==> src/rtl/addr_seq_ctrl.sv <==
// Pattern-address sequencer: steps addr at a programmable rate with start/stop/pause/loop control.
// Each advance is marked by a one-cycle tick clock-enable; no derived clock is generated.
module addr_seq_ctrl #(
  parameter int unsigned       ADDR_W   = 8,
  parameter logic [ADDR_W-1:0] ADDR_MAX = 8'd255,
  parameter logic [24:0]       DIV_BASE = 25'd2500,
  parameter int unsigned       CNT_W    = 28
) (
  input  logic              clk_i,
  input  logic              rst_i,
  input  logic              start_i,
  input  logic              stop_i,
  input  logic              pause_i,
  input  logic              loop_en_i,
  input  logic [1:0]        speed_sel_i,
  output logic [ADDR_W-1:0] addr_o,
  output logic              tick_o,
  output logic              busy_o,
  output logic              paused_o,
  output logic              done_o
);

  typedef enum logic [1:0] {
    ST_IDLE  = 2'd0,
    ST_RUN   = 2'd1,
    ST_PAUSE = 2'd2
  } state_e;

  localparam logic [CNT_W-1:0] DIV_BASE_C = CNT_W'(DIV_BASE);

  state_e              state_q, state_d;
  logic [CNT_W-1:0]    counter_q, counter_d;
  logic [CNT_W-1:0]    period_q, period_d;
  logic [ADDR_W-1:0]   addr_q, addr_d;
  logic                tick_q, tick_d;
  logic                done_q, done_d;
  logic                busy_q, busy_d;
  logic                paused_q, paused_d;
  logic [CNT_W-1:0]    period_new_s;
  logic                at_end_s;
  logic                last_s;

  assign period_new_s = DIV_BASE_C << speed_sel_i;
  assign at_end_s     = (counter_q == (period_q - {{(CNT_W-1){1'b0}}, 1'b1}));
  assign last_s       = (addr_q == ADDR_MAX);

  // State register.
  always_ff @(posedge clk_i or posedge rst_i) begin
    if (rst_i) begin
      state_q <= ST_IDLE;
    end else begin
      state_q <= state_d;
    end
  end

  // Next-state logic; stop outranks pause, which outranks start/count.
  always_comb begin
    state_d = state_q;
    case (state_q)
      ST_IDLE: begin
        if (stop_i || pause_i) begin
          state_d = ST_IDLE;
        end else if (start_i) begin
          state_d = ST_RUN;
        end else begin
          state_d = ST_IDLE;
        end
      end
      ST_RUN, ST_PAUSE: begin
        if (stop_i) begin
          state_d = ST_IDLE;
        end else if (pause_i) begin
          state_d = ST_PAUSE;
        end else if (at_end_s && last_s && !loop_en_i) begin
          state_d = ST_IDLE;
        end else begin
          state_d = ST_RUN;
        end
      end
      default: state_d = ST_IDLE;
    endcase
  end

  // Datapath and output next values; leaving PAUSE counts on the same edge.
  always_comb begin
    counter_d = counter_q;
    period_d  = period_q;
    addr_d    = addr_q;
    tick_d    = 1'b0;
    done_d    = 1'b0;
    case (state_q)
      ST_IDLE: begin
        if (!stop_i && !pause_i && start_i) begin
          addr_d    = {ADDR_W{1'b0}};
          counter_d = {CNT_W{1'b0}};
          period_d  = period_new_s;
        end else begin
          addr_d    = addr_q;
        end
      end
      ST_RUN, ST_PAUSE: begin
        if (stop_i) begin
          addr_d    = {ADDR_W{1'b0}};
          counter_d = {CNT_W{1'b0}};
        end else if (pause_i) begin
          counter_d = counter_q;
        end else if (at_end_s) begin
          counter_d = {CNT_W{1'b0}};
          period_d  = period_new_s;
          tick_d    = 1'b1;
          if (!last_s) begin
            addr_d = addr_q + {{(ADDR_W-1){1'b0}}, 1'b1};
          end else if (loop_en_i) begin
            addr_d = {ADDR_W{1'b0}};
          end else begin
            done_d = 1'b1;
          end
        end else begin
          counter_d = counter_q + {{(CNT_W-1){1'b0}}, 1'b1};
        end
      end
      default: begin
        addr_d    = {ADDR_W{1'b0}};
        counter_d = {CNT_W{1'b0}};
      end
    endcase
    busy_d   = (state_d != ST_IDLE);
    paused_d = (state_d == ST_PAUSE);
  end

  // Datapath and registered outputs.
  always_ff @(posedge clk_i or posedge rst_i) begin
    if (rst_i) begin
      counter_q <= {CNT_W{1'b0}};
      period_q  <= DIV_BASE_C;
      addr_q    <= {ADDR_W{1'b0}};
      tick_q    <= 1'b0;
      done_q    <= 1'b0;
      busy_q    <= 1'b0;
      paused_q  <= 1'b0;
    end else begin
      counter_q <= counter_d;
      period_q  <= period_d;
      addr_q    <= addr_d;
      tick_q    <= tick_d;
      done_q    <= done_d;
      busy_q    <= busy_d;
      paused_q  <= paused_d;
    end
  end

  assign addr_o   = addr_q;
  assign tick_o   = tick_q;
  assign done_o   = done_q;
  assign busy_o   = busy_q;
  assign paused_o = paused_q;

endmodule

==> config.mk <==
export PLATFORM = sky130hd
export DESIGN_NAME = addr_seq_ctrl
export DESIGN_NICKNAME = d
export VERILOG_FILES = /design/src/rtl/addr_seq_ctrl.sv
export SDC_FILE = /design/constraint.sdc
export NUM_CORES = 1
export LEC_CHECK = 0
export ABC_AREA = 0
export CAP_MARGIN = 20
export CORE_UTILIZATION = 54
export DETAILED_ROUTE_END_ITERATION = 16
export PLACE_DENSITY_LB_ADDON = 0.15
export SYNTH_ARGS = -nofsm -noshare
export SYNTH_HDL_FRONTEND = slang
export SYNTH_SLANG_ARGS = --single-unit
==> constraint.sdc <==
create_clock -name clk_i -period 2.9 [get_ports clk_i]
set_input_delay 0.435 -clock clk_i [delete_from_list [all_inputs] [get_ports clk_i]]
set_output_delay 0.435 -clock clk_i [all_outputs]
set_load 0.005 [all_outputs]
## Word-level counts from Yosys, hierarchy flattened

Cells that the tools add are included.

- Register bits after elaboration: 70
- Output and inout port bits: 12
- Logic and storage cells: 72

- $add $sub $neg: 3
- Eq/ne operators: 12
- Shift operators: 1
- Muxes and demuxes: 33
- Reductions and logical operators: 15

Operator list:

| operator | number |
|---|---|
| $mux W28 | 8 |
| $pmux W28 S2 | 2 |
| $mux W8 | 6 |
| $add A28 B1 Y28 const B | 1 |
| $eq A28 B28 Y1 | 1 |
| $shl A12 B2 Y28 const A | 1 |
| $sub A28 B1 Y28 const B | 1 |
| $pmux W8 S2 | 1 |
| $mux W1 | 13 |
| $add A8 B1 Y8 const B | 1 |
| $eq A8 B8 Y1 const B | 1 |
| $ne A2 B2 Y1 const B | 4 |
| $ne A3 B3 Y1 const B | 2 |
| $reduce_and A5 Y1 | 1 |
| $eq A2 B2 Y1 const B | 2 |
| $logic_and A1 B1 Y1 | 4 |
| $mux W2 | 2 |
| $ne A4 B4 Y1 const B | 1 |
| $pmux W2 S2 | 1 |
| $reduce_and A4 Y1 | 1 |
| $reduce_bool A2 Y1 | 2 |
| $logic_not A1 Y1 | 3 |
| $eq A2 B1 Y1 const B | 1 |
| $logic_not A2 Y1 | 1 |
| 3 further kinds | 3 |

## Depth between registers and ports, before layout

Gate-level depths: netlist of the first run.

- Depth after elaboration: 9
- Mapped depth: 14
- Gate-level depth less buffers: 10

## Worst setup path after synthesis of the first run

Ideal clock, no wire load.

- Path type: flip-flop to flip-flop
- From: register period_q[12]
- To: register period_q[10]
- Arrival: 2717 ps
- Required time: 2775 ps
- Setup slack: 58 ps
- Cell stages (with the launch flop): 13
- Path buffers: 2
- Cells stage by stage: dfrtp_1 > buf_6 > inv_1 > ha_1 > buf_2 > nor3b_2 > mux2_2 > mux2i_1 > mux2_2 > nand4_4 > nor3_4 > o221ai_4 > mux2_4

- Longest elaborated chain between the ends: 4

Ends and longest elaborated chain:

| element | RTL line | source |
|---|---|---|
| start, declared | 33 | `logic [CNT_W-1:0] period_q, period_d;` |
| start signal, assigned | 143 | `period_q <= period_d;` |
| $sub A28 B1 Y28 | 44 | `assign at_end_s = (counter_q == (period_q - {{(CNT_W-1){1'b0}}, 1'b1}));` |
| $eq A28 B28 Y1 | 44 |  |
| $ne A2 B2 Y1 (no line) | - |  |
| $reduce_and A5 Y1 (no line) | - |  |

No other way between the ends.
A chain may end at the register's enable or synchronous reset.

## Worst setup path in the final report of the first run

- From: register period_q[6]
- To: register period_q[12]

The elaborated chain is that of the path after synthesis.

==> impl_results.md, run 1 <==
* VDD IR max at 0.246 mV
* Root Buffer: clkbuf_8
* Die footprint at 6390 um2
* Largest fanout on the critical path at 6
* Status: completed
* Setup slack, reg-to-reg at 0.1 ns
* Drt pass-1 iters at 6
* Total power at 1940 uW
* Die H at 79.9 um
* IO Count at 20
* Min Hold Slack at 0.396 ns
* Starting DRT DRC Count at approximately 180
* Area of the core at 5890 um2
* Layout Cells excl Fill at 470
* Worst EP required at 3.09 ns
* Worst-case clock buffer depth at 2
* Placed instance count at 457
* ANT cells at 0
* Fillers at between 400 and 500
* Crit Path Category: flip-flop to flip-flop
* Number of I/O port buffers at 19
* Largest net degree at the start of global routing at 29
* CTS tree: done
* Sequential area share after synthesis at 0.391
* HP Class: input pin to asynchronous set/reset pin
* Area Overhead vs Synth at 18.9%
* Die X at 79.9 um
* Final hold vios at 0
* R2r endpoint: period_q[12]
* Final setup viols at 0
* Slew Limit Fails at 0
* Gr usage total at 0.248
* Syn nets at 370
* RR Startpoint: period_q[6]
* Sinks on Clock Net at 51
* Yosys cell types at 62
* Setup Skew at ~0.0050 ns
* Startpoint types: flip-flop
* Antenna violations before repair at 0
* WL final at between 7000 and 8000 um
* Worst EP arrival at between 2 and 3 ns
* First-pass GRT wire length at between 10000 and 15000 um
* CP max-delay cell: dfstp_2
* Gpl congestion at 0.881
* Leakage at 0.00171 uW
* Tmin final at 2.80 ns
* Max_cap viols at 0
* Final period utilization at 0.966
* CTS clk-pin slew, worst paths at ~0.09 ns
* Commonest non-fill, non-tap cell in the layout: nor2_1
* Post-DP HPWL at approximately 5300 um
* Residual DRC count at 0
* Fraction of registers with async set/reset at 1.00
* Total CTS buffers at 5
* H-tree depth at 2
* Final net count at 413
* Fmax at 357 MHz
* Syn Inst Count at 351
* FF-to-FF path depth at 10
* Clock latency on the worst-skew pair at 0.30 ns
* Max_slew headroom at 0.561
* Power per cell area at 498 nW/um2
* Slowest stage delay, CP at 0.61 ns
* Starting Density at 0.557
* Tightest Pin Transition at 0.657 ns
* GR Overflow Total at 0
* Most used DFF post-synth: dfrtp_1
* Post-synth EDFFs at 0
* Worst-path cell chain: inv_1, ha_4, xor2_1, o31a_1, nor4_4, nand4_4, nor3_4, o221ai_4, buf_2, mux2_4
* Wire length per cell at approximately 16 um
* Yosys warning count at 0
* Via-to-Cell Ratio at 5.69
* Cell row count at 28
* Synthesized area per cell at 9.34 um2
* Share of cells above drive strength 1 at 0.192
* Netlist Area Pre-Place at between 3000 and 4000 um2
* Most frequent cells in the layout: nor2_1 (50), dfrtp_1 (47), buf_4 (32), nand3_1 (25), xor2_1 (22)
* Vias in the first global route at 2611
* Crit. End Element: flip-flop
* Routed Antenna Nets at 0
* Via count at 2675
* Synth Register Bits at 51
[worst max-delay path, delay by kind of cell, from the launching register on]
kind | cells | cell delay [ns]
compound gates | 2 | 0.45
flops | 1 | 0.61
simple gates | 3 | 0.71
fa+ha+maj | 1 | 0.18
buf+inv | 2 | 0.27
mux | 1 | 0.29
xor+xnor | 1 | 0.17
[how the worst max path moves through the flow]
stage                 startpoint             to  slack (ns)  depth (start not counted)
global route         period_q[6]   period_q[13]      -0.005                         10
CTS                  period_q[6]   period_q[14]       0.007                         11
detailed placement   period_q[6]   period_q[10]        0.01                          9
finish               period_q[6]   period_q[12]         0.1                         10
floorplan           period_q[12]   period_q[10]        0.06                         12
global placement          stop_i  counter_q[21]        0.05                          9
[Yosys cell counts (2+ instances only)]
cell type	count	share of area
xor2_1	22	0.059
clkbuf_1	7	0.0080
nand2b_1	2	0.0038
nand3_1	25	0.038
dfrtp_1	47	0.36
a31o_2	3	0.0080
and3_1	5	0.0095
nor2_1	51	0.058
nand4_1	6	0.011
and2_1	2	0.0038
mux2_4	3	0.014
mux2_2	5	0.017
mux2i_1	8	0.024
o21ai_0	2	0.0031
nor3_1	14	0.021
dfstp_2	4	0.032
o2111ai_1	2	0.0053
nor4_1	6	0.011
a41oi_1	2	0.0053
nand2_1	21	0.024
and4_1	4	0.011
nor4_4	2	0.013
a21oi_1	6	0.0092
inv_1	20	0.023
buf_2	6	0.0092
buf_6	2	0.0069
ha_1	11	0.042
o22ai_1	3	0.0057
xnor2_1	17	0.045
o21a_1	2	0.0046
nor2b_1	4	0.0076
a31oi_1	6	0.011
o31ai_1	2	0.0046
[flip-flops by register name, indices dropped and copies added, names as in the netlist]
register   count
state_q        2
period_q       9
addr_o         8
done_o         1
busy_o         1
counter_q     28
tick_o         1
paused_o       1
[final cells by class]
| type | count | area (um2) | area share |
|---|---|---|---|
| Clock buffer | 6 | 82.6 | 0.0212 |
| Inverter | 20 | 75.1 | 0.0193 |
| Multi-Input combinational cell | 263 | 1870 | 0.481 |
| Clock inverter | 2 | 35.0 | 0.00899 |
| Sequential cell | 51 | 1280 | 0.329 |
| Tap cell | 75 | 93.8 | 0.0241 |
| Timing Repair Buffer | 53 | 455 | 0.117 |
[logic make-up after synthesis]
group / share of synthesized area
mux: 0.0553
xor+xnor: 0.109
simple gates: 0.254
flops: 0.391
compound gates: 0.0966
fa+ha+maj: 0.0420
buf+inv: 0.0523
[routing by layer]
layer  wire length (um)  share of wire  GRT usage  vias to the layer above
met5                  0              0          0                        -
met4                 72         0.0098     0.0554                        0
met3                273          0.037     0.0354                        8
met2               3600           0.49      0.416                       58
met1               3390           0.46      0.338                     1292
li1                   -              -          -                     1317
[metrics by stage]
step,setup TNS [ns],worst slack (ns),cell area (um2),util
finish,0,0.0996,3900,0.662
CTS,0,0.00744,3820,0.649
global placement,0,0.0475,3700,0.628
detailed placement,0,0.0116,3700,0.628
floorplan,0,0.0585,3280,-
global route,-0.00492,-0.00492,3900,0.662
[power breakdown]
group	internal [uW]	leakage (uW)	switching [uW]
Clock	280	0.0000612	236
Combinational	287	0.000962	302
Sequential	766	0.000688	68.3
[what timing repair did]
item,CTS,global route
buffers inserted,0,5
hold buffers,0,0
pin swaps,0,4
endpoints found under the setup margin,1,46
resized for setup,1,9
Power figures use the tool's default switching activity.
==> run 2: changes to the inputs <==
--- a/config.mk
+++ b/config.mk
@@ -10,6 +10,7 @@
 export CORE_UTILIZATION = 54
 export DETAILED_ROUTE_END_ITERATION = 16
 export PLACE_DENSITY_LB_ADDON = 0.15
+export SETUP_SLACK_MARGIN = 0.15
 export SYNTH_ARGS = -nofsm -noshare
 export SYNTH_HDL_FRONTEND = slang
 export SYNTH_SLANG_ARGS = --single-unit
==> constraint.sdc (replaced) <==
create_clock -name clk_i -period 2.45 [get_ports clk_i]
set_input_delay 0.3675 -clock clk_i [delete_from_list [all_inputs] [get_ports clk_i]]
set_output_delay 0.3675 -clock clk_i [all_outputs]
set_load 0.005 [all_outputs]
==> run 2 against run 1 <==
  * The flow now finishes with violations (DRC, setup timing)
  * Combinational power grew 58%
  * Hold slack improved by 0.085 ns
  * Largest cell class unchanged
  * Critical path type unchanged
  * Non-clock buffer count grew 39
==> impl_results.md, run 2 (same netlist as run 1, synthesis figures left out) <==
* Status: finished with violations
* Failing checks: DRC, setup timing
* Area of the core at 5890 um2
* Sinks on Clock Net at just over 50
* Fmax at 367 MHz
* WL final at 8530 um
* Largest net degree at the start of global routing at 36
* Internal at 1590 uW
* Fillers at 401
* Setup slack, reg-to-reg at -0.27 ns
* Worst EP arrival at between 2 and 3 ns
* Placed instance count at between 400 and 500
* Crit. End Element: flip-flop
* Reg area at 1280 um2
* Crit Path Category: flip-flop to flip-flop
* Worst setup margin at -0.273 ns
* Multi-input logic area at approximately 2100 um2
* Root Buffer: clkbuf_8
* ANT cells at 0
* IO Count at 20
* H-tree depth at 2
* Vias in the first global route at 2849
* Total CTS buffers at 5
* HP Class: input pin to asynchronous set/reset pin
* Power per cell area at 541 nW/um2
* Starting DRT DRC Count at between 150 and 200
* Final hold vios at 0
* DP Area at 3970 um2
* CTS Hold Buffers Added at 0
* CTS clk-pin slew, worst paths at between 0.1 and 0.15 ns
* Share of cells above drive strength 1 at 0.346
* Cell row count at 28
* Max_cap viols at 0
* Final setup viols at 48
* RSZ-0062 raised after global routing: yes
* Area Overhead vs Synth at 37.0%
* CTS tree: done
* Max reg flops at 28
* Met2 usage at 0.489
* VDD IR max at 0.351 mV
* Clock share of power at 0.218
* Max_slew headroom at 0.505
* Slew Limit Fails at 0
* R2r endpoint: addr_o[4]
* Met1 GRT Util at 0.306
* Top Usage Layer GRT: met2
* Number of I/O port buffers at 19
* Residual DRC count at 1
* Worst EP required at roughly 2.7 ns
* Most frequent cells in the layout: buf_4 (59), dfrtp_1 (47), nor2_1 (26), nand3_1 (24), xor2_1 (22)
* Via count at 2897
* Gr usage total at 0.261
* Drt pass-1 iters at 10
* Logic gate share of total power at 0.383
* Gpl congestion at a little under 0.9
* Via-to-Cell Ratio at ~5.7
* Layout Cells excl Fill at 509
* Switching power at ~840 uW
* RR Startpoint: period_q[12]
* Antenna violations before repair at 0
* Startpoint types: flip-flop
* Largest fanout on the critical path at 5
* Routing usage on met3 at 0.0331
* Leakage at slightly below 0.002 uW
* Routed Antenna Nets at 0
* Die footprint at 6390 um2
* Setup TNS Final at -8.36 ns
* Tmin final at 2.72 ns
* Final core utilization at 0.763
* Sw Ratio at 0.345
* Worst-case clock buffer depth at 2
* Final period utilization at 1.11
* Worst-path cell chain: inv_2, ha_4, nor3b_4, buf_6, buf_6, nand4b_1, a21oi_1, a31oi_1, a211o_2, buf_4, nor3_2, buf_4, a21oi_1, o22a_1
* GR Overflow Total at 0
* CP max-delay cell: dfrtp_1
* FF-to-FF path depth at 14
* Final net count at roughly 450
* Post-DP HPWL at 5810 um
* First-pass GRT wire length at about 13000 um
* Wire length per cell at ~17 um
* Crit path buf inv count at 5
* Final instance area at 4490 um2
* Setup Skew at 0.0172 ns
* Starting Density at 0.557
* Commonest non-fill, non-tap cell in the layout: buf_4
* Top reg by flops: counter_q
* Die H at 79.9 um
* Largest delay share family, worst path: compound AO/OA/AOI/OAI gates
* Slowest stage delay, CP at around 0.42 ns
* Seq pwr share at 0.399
* Die X at 79.9 um
* Clock latency on the worst-skew pair at ~0.32 ns
* Tightest Pin Transition at 0.741 ns
-- run 2: cell count changes in the layout (fill, tap and decap cells not counted), sizes merged --
cell and change:
buf +37, inv +2, bufinv -1, clkbuf +1
-- run 2: final cells by class --
| class | count | area share |
|---|---|---|
| Tap cell | 75 | 0.0209 |
| Clock buffer | 5 | 0.0153 |
| Multi-Input combinational cell | 263 | 0.469 |
| Inverter | 20 | 0.0173 |
| Clock inverter | 3 | 0.00585 |
| Sequential cell | 51 | 0.285 |
| Timing Repair Buffer | 92 | 0.186 |
-- run 2: layer usage --
| layer | up-vias | routed length (um) | share of wire |
|---|---|---|---|
| met5 | - | 0 | 0 |
| met4 | 0 | 217 | 0.025 |
| met3 | 21 | 294 | 0.034 |
| met2 | 71 | 4470 | 0.52 |
| met1 | 1417 | 3540 | 0.42 |
| li1 | 1388 | - | - |
-- run 2: power groups by stage --
stage	registers (uW)	clock network, uW	logic, uW
after floorplan	961	0	510
after global placement	983	0	759
after detailed placement	984	0	786
after CTS	969	548	809
after global routing	976	565	999
final	970	530	931
-- run 2: worst max path at each step --
stage | from | endpoint | slack, ns | cells after the start
after floorplan | period_q[6] | period_q[10] | -0.25 | 11
after global placement | period_q[6] | period_q[14] | -0.26 | 12
after detailed placement | period_q[6] | period_q[14] | -0.31 | 12
after CTS | period_q[6] | period_q[11] | -0.25 | 13
after global routing | period_q[12] | period_q[10] | -0.42 | 12
final | period_q[12] | addr_o[4] | -0.27 | 14
-- run 2: through the flow --
stage	worst slack (ns)	power (uW)	hold WS, ns
2_1_floorplan	-0.252	1470	0.438
3_3_place_gp	-0.259	1740	0.501
3_5_place_dp	-0.312	1770	0.498
4_1_cts	-0.250	2330	0.505
5_1_grt	-0.417	2540	0.528
6_report	-0.273	2430	0.481
-- run 2: timing repair --
item	4_1_cts	5_1_grt
gates cloned	0	3
endpoints found under the setup margin	49	49
pin swaps	7	32
resized for setup	11	60
setup buffers	5	3
